==> config.mk <==
export PLATFORM = sky130hd
export DESIGN_NAME = prog_loader
export DESIGN_NICKNAME = d
export VERILOG_FILES = /design/src/rtl/prog_loader.sv
export SDC_FILE = /design/constraint.sdc
export NUM_CORES = 1
export LEC_CHECK = 0
export ABC_AREA = 1
export BUFFER_PORTS_ARGS = -buffer_cell sky130_fd_sc_hd__buf_4
export CORE_UTILIZATION = 40
export DETAILED_ROUTE_END_ITERATION = 8
export PLACE_DENSITY = 0.64
export RECOVER_POWER = 50
export SKIP_CTS_REPAIR_TIMING = 1
export SYNTH_ARGS = -nofsm -noshare
export SYNTH_HDL_FRONTEND = slang
export SYNTH_SLANG_ARGS = --single-unit
==> constraint.sdc <==
create_clock -name CLK -period 2.3 [get_ports CLK]
set_clock_uncertainty 0.2 [all_clocks]
set_input_delay 0.46 -clock CLK [delete_from_list [all_inputs] [get_ports CLK]]
set_output_delay 0.46 -clock CLK [all_outputs]
set_load 0.01 [all_outputs]
==> src/rtl/prog_loader.sv <==
// Packs (Q, Q1) nibble pairs into program bytes and writes them to RAM at consecutive addresses from a loaded base.
// A handshake in ACCEPT gives a write one cycle later, so the loader takes one byte per 2 cycles; in_valid is ignored outside ACCEPT.
module prog_loader #(
   parameter int AW = 12,
   parameter int NW = 4
) (
   input  logic            CLK,
   input  logic            R,
   input  logic            start,
   input  logic [AW-1:0]   base,
   input  logic [AW:0]     len,
   input  logic            in_valid,
   input  logic [NW-1:0]   Q,
   input  logic [NW-1:0]   Q1,
   output logic            in_ready,
   output logic            we,
   output logic [AW-1:0]   waddr,
   output logic [2*NW-1:0] wdata,
   output logic            busy,
   output logic            done,
   output logic            wrapped
);

   typedef enum logic [1:0] {IDLE, ACCEPT, WRITE, DONE} state_t;

   state_t        state;
   logic [AW-1:0] addr;
   logic [AW:0]   rem;

   // Inverse of the fetch split: Q supplies the odd bits, Q1 the even bits.
   function automatic logic [2*NW-1:0] pack(input logic [NW-1:0] odd, input logic [NW-1:0] even);
      pack = '0;
      for (int i = 0; i < NW; i++) begin
         pack[2*i+1] = odd[i];
         pack[2*i]   = even[i];
      end
   endfunction

   always_ff @(posedge CLK) begin
      if (R) begin
         state   <= IDLE;
         addr    <= '0;
         rem     <= '0;
         we      <= 1'b0;
         waddr   <= '0;
         wdata   <= '0;
         wrapped <= 1'b0;
      end else begin
         case (state)
            IDLE: begin
               if (start) begin
                  addr    <= base;
                  rem     <= len;
                  wrapped <= 1'b0;
                  state   <= (len != '0) ? ACCEPT : DONE;
               end
            end
            ACCEPT: begin
               if (in_valid) begin
                  waddr <= addr;
                  wdata <= pack(Q, Q1);
                  we    <= 1'b1;
                  state <= WRITE;
               end
            end
            WRITE: begin
               we   <= 1'b0;
               addr <= addr + 1'b1;
               rem  <= rem - 1'b1;
               if (addr == '1)
                  wrapped <= 1'b1;
               state <= (rem == {{AW{1'b0}}, 1'b1}) ? DONE : ACCEPT;
            end
            DONE: state <= IDLE;
            default: state <= IDLE;
         endcase
      end
   end

   // Pure decodes of the state register; they change only on a clock edge.
   assign in_ready = (state == ACCEPT);
   assign busy     = (state == ACCEPT) || (state == WRITE);
   assign done     = (state == DONE);

endmodule

# Word level (Yosys, flattened, before mapping)
# Index checks and enable logic that the tools add are counted.
[word_totals]
regBits = 49
out_inout_bits = 25
inputBits = 37
[classes]
mux = 14
n_eq_ne = 8
n_reduce_logical = 10
addsub = 2
[ops]
columns = ["cell", "n"]
rows = [
  ["13-bit one-hot mux with 2 select lines", 1],
  ["12-bit one-hot mux with 2 select lines", 1],
  ["13-bit by 1-bit == test with 1-bit output (second input constant)", 1],
  ["13-bit 2-to-1 mux", 1],
  ["13-bit nonzero test", 1],
  ["13-bit by 1-bit subtractor with 13-bit output (second input constant)", 1],
  ["12-bit by 1-bit adder with 12-bit output (second input constant)", 1],
  ["12-bit == test (second input constant)", 1],
  ["12-bit 2-to-1 mux", 1],
  ["2-bit 2-to-1 mux", 4],
  ["2-bit one-hot mux with 4 select lines", 1],
  ["2-bit AND reduction", 4],
  ["2-bit != test (second input constant)", 3],
  ["2-bit == test (second input constant)", 2],
  ["1-bit one-hot mux with 2 select lines", 2],
  ["2-bit nonzero test", 2],
  ["1-bit 2-to-1 mux", 3],
  ["3-bit AND reduction", 1],
  ["2-bit by 1-bit == test with 1-bit output (second input constant)", 1],
  ["2-bit logical NOT", 1],
  ["1-bit logical OR", 1],
]

# Depth between registers and ports, before layout
[logic_depth]
depth_word = 4
ltp_mapped = 11
mapped_depth_nobuf = 10

# Worst setup path before layout
# OpenSTA, ideal clock, no wires.
[synth_timing]
kind = "flip-flop to flip-flop"
from = "register state[0]"
to = "register addr[10]"
setup_slack_ns = 0.545
t_required_ns = 2.032
t_arrival_ns = 1.487
path_stages_with_launch = 11
setup_time_ns = 0.068
n_path_buf = 1
cell_sequence = "dfxtp_1 -> inv_1 -> ha_1 -> o21ai_2 -> nand2_4 -> inv_2 -> buf_6 -> nand2_1 -> o21ai_2 -> inv_2 -> a21oi_2"
[synth_via]
elab_chain_cells = 3
word_cells_on_any_way = 6
[synth_lines]
columns = ["item", "line_no", "source"]
rows = [
  ["start: declaration", "26", "state_t state;"],
  ["start signal: assignment", "55", "state <= (len != '0) ? ACCEPT : DONE;"],
  ["start signal: assignment", "72", "state <= (rem == {{AW{1'b0}}, 1'b1}) ? DONE : ACCEPT;"],
  ["2-bit == test or 2-bit logical NOT (tied branches)", "49", "case (state)"],
  ["2-bit nonzero test (no line) or 2-bit != test (tied branches)", "n/a", ""],
  ["2-bit AND reduction (no line)", "n/a", ""],
  ["end signal: assignment", "52", "addr <= base;"],
  ["end signal: assignment", "68", "addr <= addr + 1'b1;"],
  ["end: declaration", "27", "logic [AW-1:0] addr;"],
]
# Several ways; a longest one is shown, not always the timed one.
# A chain may end at the register's enable or synchronous reset.

# Worst setup path after layout
[layout_timing]
from = "register state[0]"
to = "register addr[3]"
# Same word-level chain as after synthesis.

==> flow_summary_export.csv <==
group,metric,value,unit
detailed_routing,first_pass_iters,4,
pwr,switching_share,0.4367,
floorplan,dieHeight,82.53,um
setup_path,worst-setup-path-type,"reg2reg",
final_layout,multi_input_area,1349,um^2
final_layout,diodes,0,
logic_synthesis,yosysTopAreaCell,"dfxtp_1",
detailed_routing,dr.first_iter.drc_count,155,
hold_path,hold_class,"in2reg",
setup_path,r2r_start,"state[0]",
clock_tree,max-clock-path-buffers,2,
global_routing,grt_pass1_vias,2425,
logic_synthesis,synth_top_family_by_area,"simple AND/OR/NAND/NOR gates",
clock_tree,tritoncts,"done",
logic_synthesis,synthAdderAreaFrac,0.03377,
place,place_congestion,0.8387,
detailed_routing,wl_per_cell,12.83,um
setup_path,critPathMaxFanout,19,
global_routing,antenna_found_initial,0,
final_layout,final_area,3139,um^2
hold_path,min_to,"addr[1]",
sta,maxSlewViolCount,0,
logic_synthesis,ys_seq_elements,49,
pwr,p_switching,1.541,mW
place,hpwl,4958,um
detailed_routing,drc_errors,0,
logic_synthesis,synthSimpleGateAreaFrac,0.2774,
floorplan,io_pins,62,
setup_path,cp_data_required_time,2300,ps
floorplan,fp.dieW,82.53,um
sta,rsz0062_at_grt,"no",
setup_path,critPathLaunchType,"flip-flop",
final_layout,nets,494,
sta,tightest_slew,768.0,ps
global_routing,grt_max_degree,33,
detailed_routing,vias,2660,
clock_tree,clock_latency,310,ps
logic_synthesis,syn_nets,434,
setup_path,worstSetupEndpointType,"flip-flop",
global_routing,grt_pass1_wl,11420,um
hold_path,hp-start,"base[1]",
detailed_routing,ant_nets,0,
pwr,p_clk_frac,0.172,
clock_tree,cts-root-buf,"clkbuf_8",
detailed_routing,wl,6738,um
clock_tree,cts.sinks,49,
logic_synthesis,synth_xor_area_frac,0.01351,
logic_synthesis,yosysUniqueCellTypes,27,
sta,max_freq,494.1,MHz
final_layout,fill_cells,665,
clock_tree,cts_max_level,2,
pwr,powerDensity,1124,nW/um^2
pwr,p_leak,1.379,nW
outcome,outcome,"completed",
setup_path,worstPathArrival,2020,ps
logic_synthesis,syn_area_per_cell,6.651,um^2
logic_synthesis,synth.cell_area,2594,um^2
sta,hold_viol_final,0,
clock_tree,clk_pin_slew_worst_paths,90,ps
floorplan,coreArea,6096,um^2
logic_synthesis,synth.area.mux_share,0,
logic_synthesis,synth-compound-area-share,0.1954,
place,placed_area,3129,um^2
pwr,combPwrFrac,0.471,
logic_synthesis,yosysWarnings,0,
sta,period_minus_slack,2024,ps
pwr,p_int,1.987,mW
logic_synthesis,synthCells,390,
sta,slew-limit-headroom,0.4875,
setup_path,r2r-end,"addr[3]",
floorplan,rows,28,
pwr,seqPwrFrac,0.357,
hold_path,min_path_cells,3,
floorplan,start_util,0.4255,
detailed_routing,vias_per_cell,5.067,
setup_path,rrSetupSlack,280,ps
logic_synthesis,ys_top_cells_by_area,"dfxtp_1, nand2_1, nor2_1, o21ai_0, inv_1",
global_routing,grt_util_all_layers,0.2192,
final_layout,area_delta_synth_final,21.03,%
pwr,ir_drop,499.3,uV
sta,setup_tns,0,ps
sta,setup_viol,0,
logic_synthesis,seq_area_frac_synth,0.3782,
floorplan,die_area,6810,um^2
place,numPortBuffers,61,
logic_synthesis,yosysTopAreaCellShare,0.3782,
sta,post-route-period-util,0.8800,
setup_path,r2r_cells,8,
clock_tree,cts_inserted_buffers,5,
final_layout,seqCellArea,980.9,um^2
global_routing,overflow,0,
final_layout,drive_above_1_share,0.1400,
flow_run,cap_violations,0,
-- registers in the layout (all words and copies together), names as in the netlist --
signal	flops
addr	12
wrapped	1
wdata	8
we	1
rem	13
waddr	12
state	2
-- layout make-up --
type / count / area share
Multi-Input combinational cell: 274 / 0.4297
Sequential cell: 49 / 0.3125
Timing Repair Buffer: 68 / 0.1327
Inverter: 52 / 0.06218
Tap cell: 75 / 0.02989
Clock buffer: 5 / 0.02192
Clock inverter: 2 / 0.01116
-- synthesized netlist by cell type (all sizes together) --
cell,number
nand2,74
nor2,57
inv,52
dfxtp,49
o21ai,41
a21oi,35
nand3,30
clkbuf,10
ha,7
buf,5
nand4,5
nor3,4
a211oi,3
a31oi,3
o211ai,3
o221ai,3
or2,2
xnor2,2
xor2,2
and2,1
o21bai,1
o22ai,1
-- power by group through the flow --
stage          sequential (mW)  combinational (mW)  clock [mW]
4_1_cts                   1.26                1.75       0.619
5_1_grt                   1.30                1.92       0.655
3_3_place_gp              1.27                1.72           0
6_report                  1.26                1.66       0.606
3_5_place_dp              1.28                1.74           0
2_1_floorplan             1.28                1.21           0
-- worst max-delay path by stage --
stage | startpoint | to | slack (ps) | depth (start not counted)
after global placement | state[0] | rem[0] | 330 | 8
final | state[0] | addr[3] | 280 | 8
after CTS | state[0] | addr[3] | 270 | 8
after global routing | state[0] | rem[3] | 90 | 8
after floorplan | state[0] | addr[10] | 540 | 10
after detailed placement | state[0] | addr[3] | 300 | 8
-- metal layers --
layer,up-vias,GRT usage,part of all wire
met4,0,0.05690,0.012
met3,7,0.04066,0.051
met1,1194,0.2923,0.48
li1,1390,-,-
met2,69,0.3628,0.46
met5,-,0,0
-- worst max-delay path, stage by stage (launching register included) --
cell     delay, ps
dfxtp_1        400
inv_1           80
ha_1           250
buf_4          190
o21ai_2        270
buf_4          300
nor2_1          50
o21ai_0         80
a21oi_1         90
-- cell usage in the layout, fill, tap and decap left out, types with 7 or more instances in the layout --
master    Yosys  layout
nand2_1      73      73
inv_1        48      48
o21ai_0      37      37
a21oi_1      33      33
ha_1          7       7
dfxtp_1      49      49
nand3_1      30      30
clkbuf_1     10      25
nor2_1       57      57
buf_4         0      43
-- through the flow --
step | power (mW) | std cells | utilization | worst slack (ps) | hold WS, ps
final | 3.528 | 525 | 0.5150 | 276.0 | 181.1
after detailed placement | 3.021 | 518 | 0.5133 | 302.0 | 274.0
after global placement | 2.996 | 518 | 0.5133 | 329.0 | 262.1
after CTS | 3.634 | 525 | 0.5304 | 271.2 | 180.8
after global routing | 3.878 | 525 | 0.5150 | 85.70 | 188.7
after floorplan | 2.486 | 390 | - | 544.9 | 257.5
-- cell families (layout without fill, tap and decap cells) --
group	Yosys count	after routing
XOR/XNOR	4	4
AO/OA/AOI/OAI	90	90
adder cells (fa/ha/maj)	7	7
AND/OR/NAND/NOR	173	173
flip-flops	49	49
buffers and inverters	67	127
Note: power is estimated with default switching activity, not from simulation.
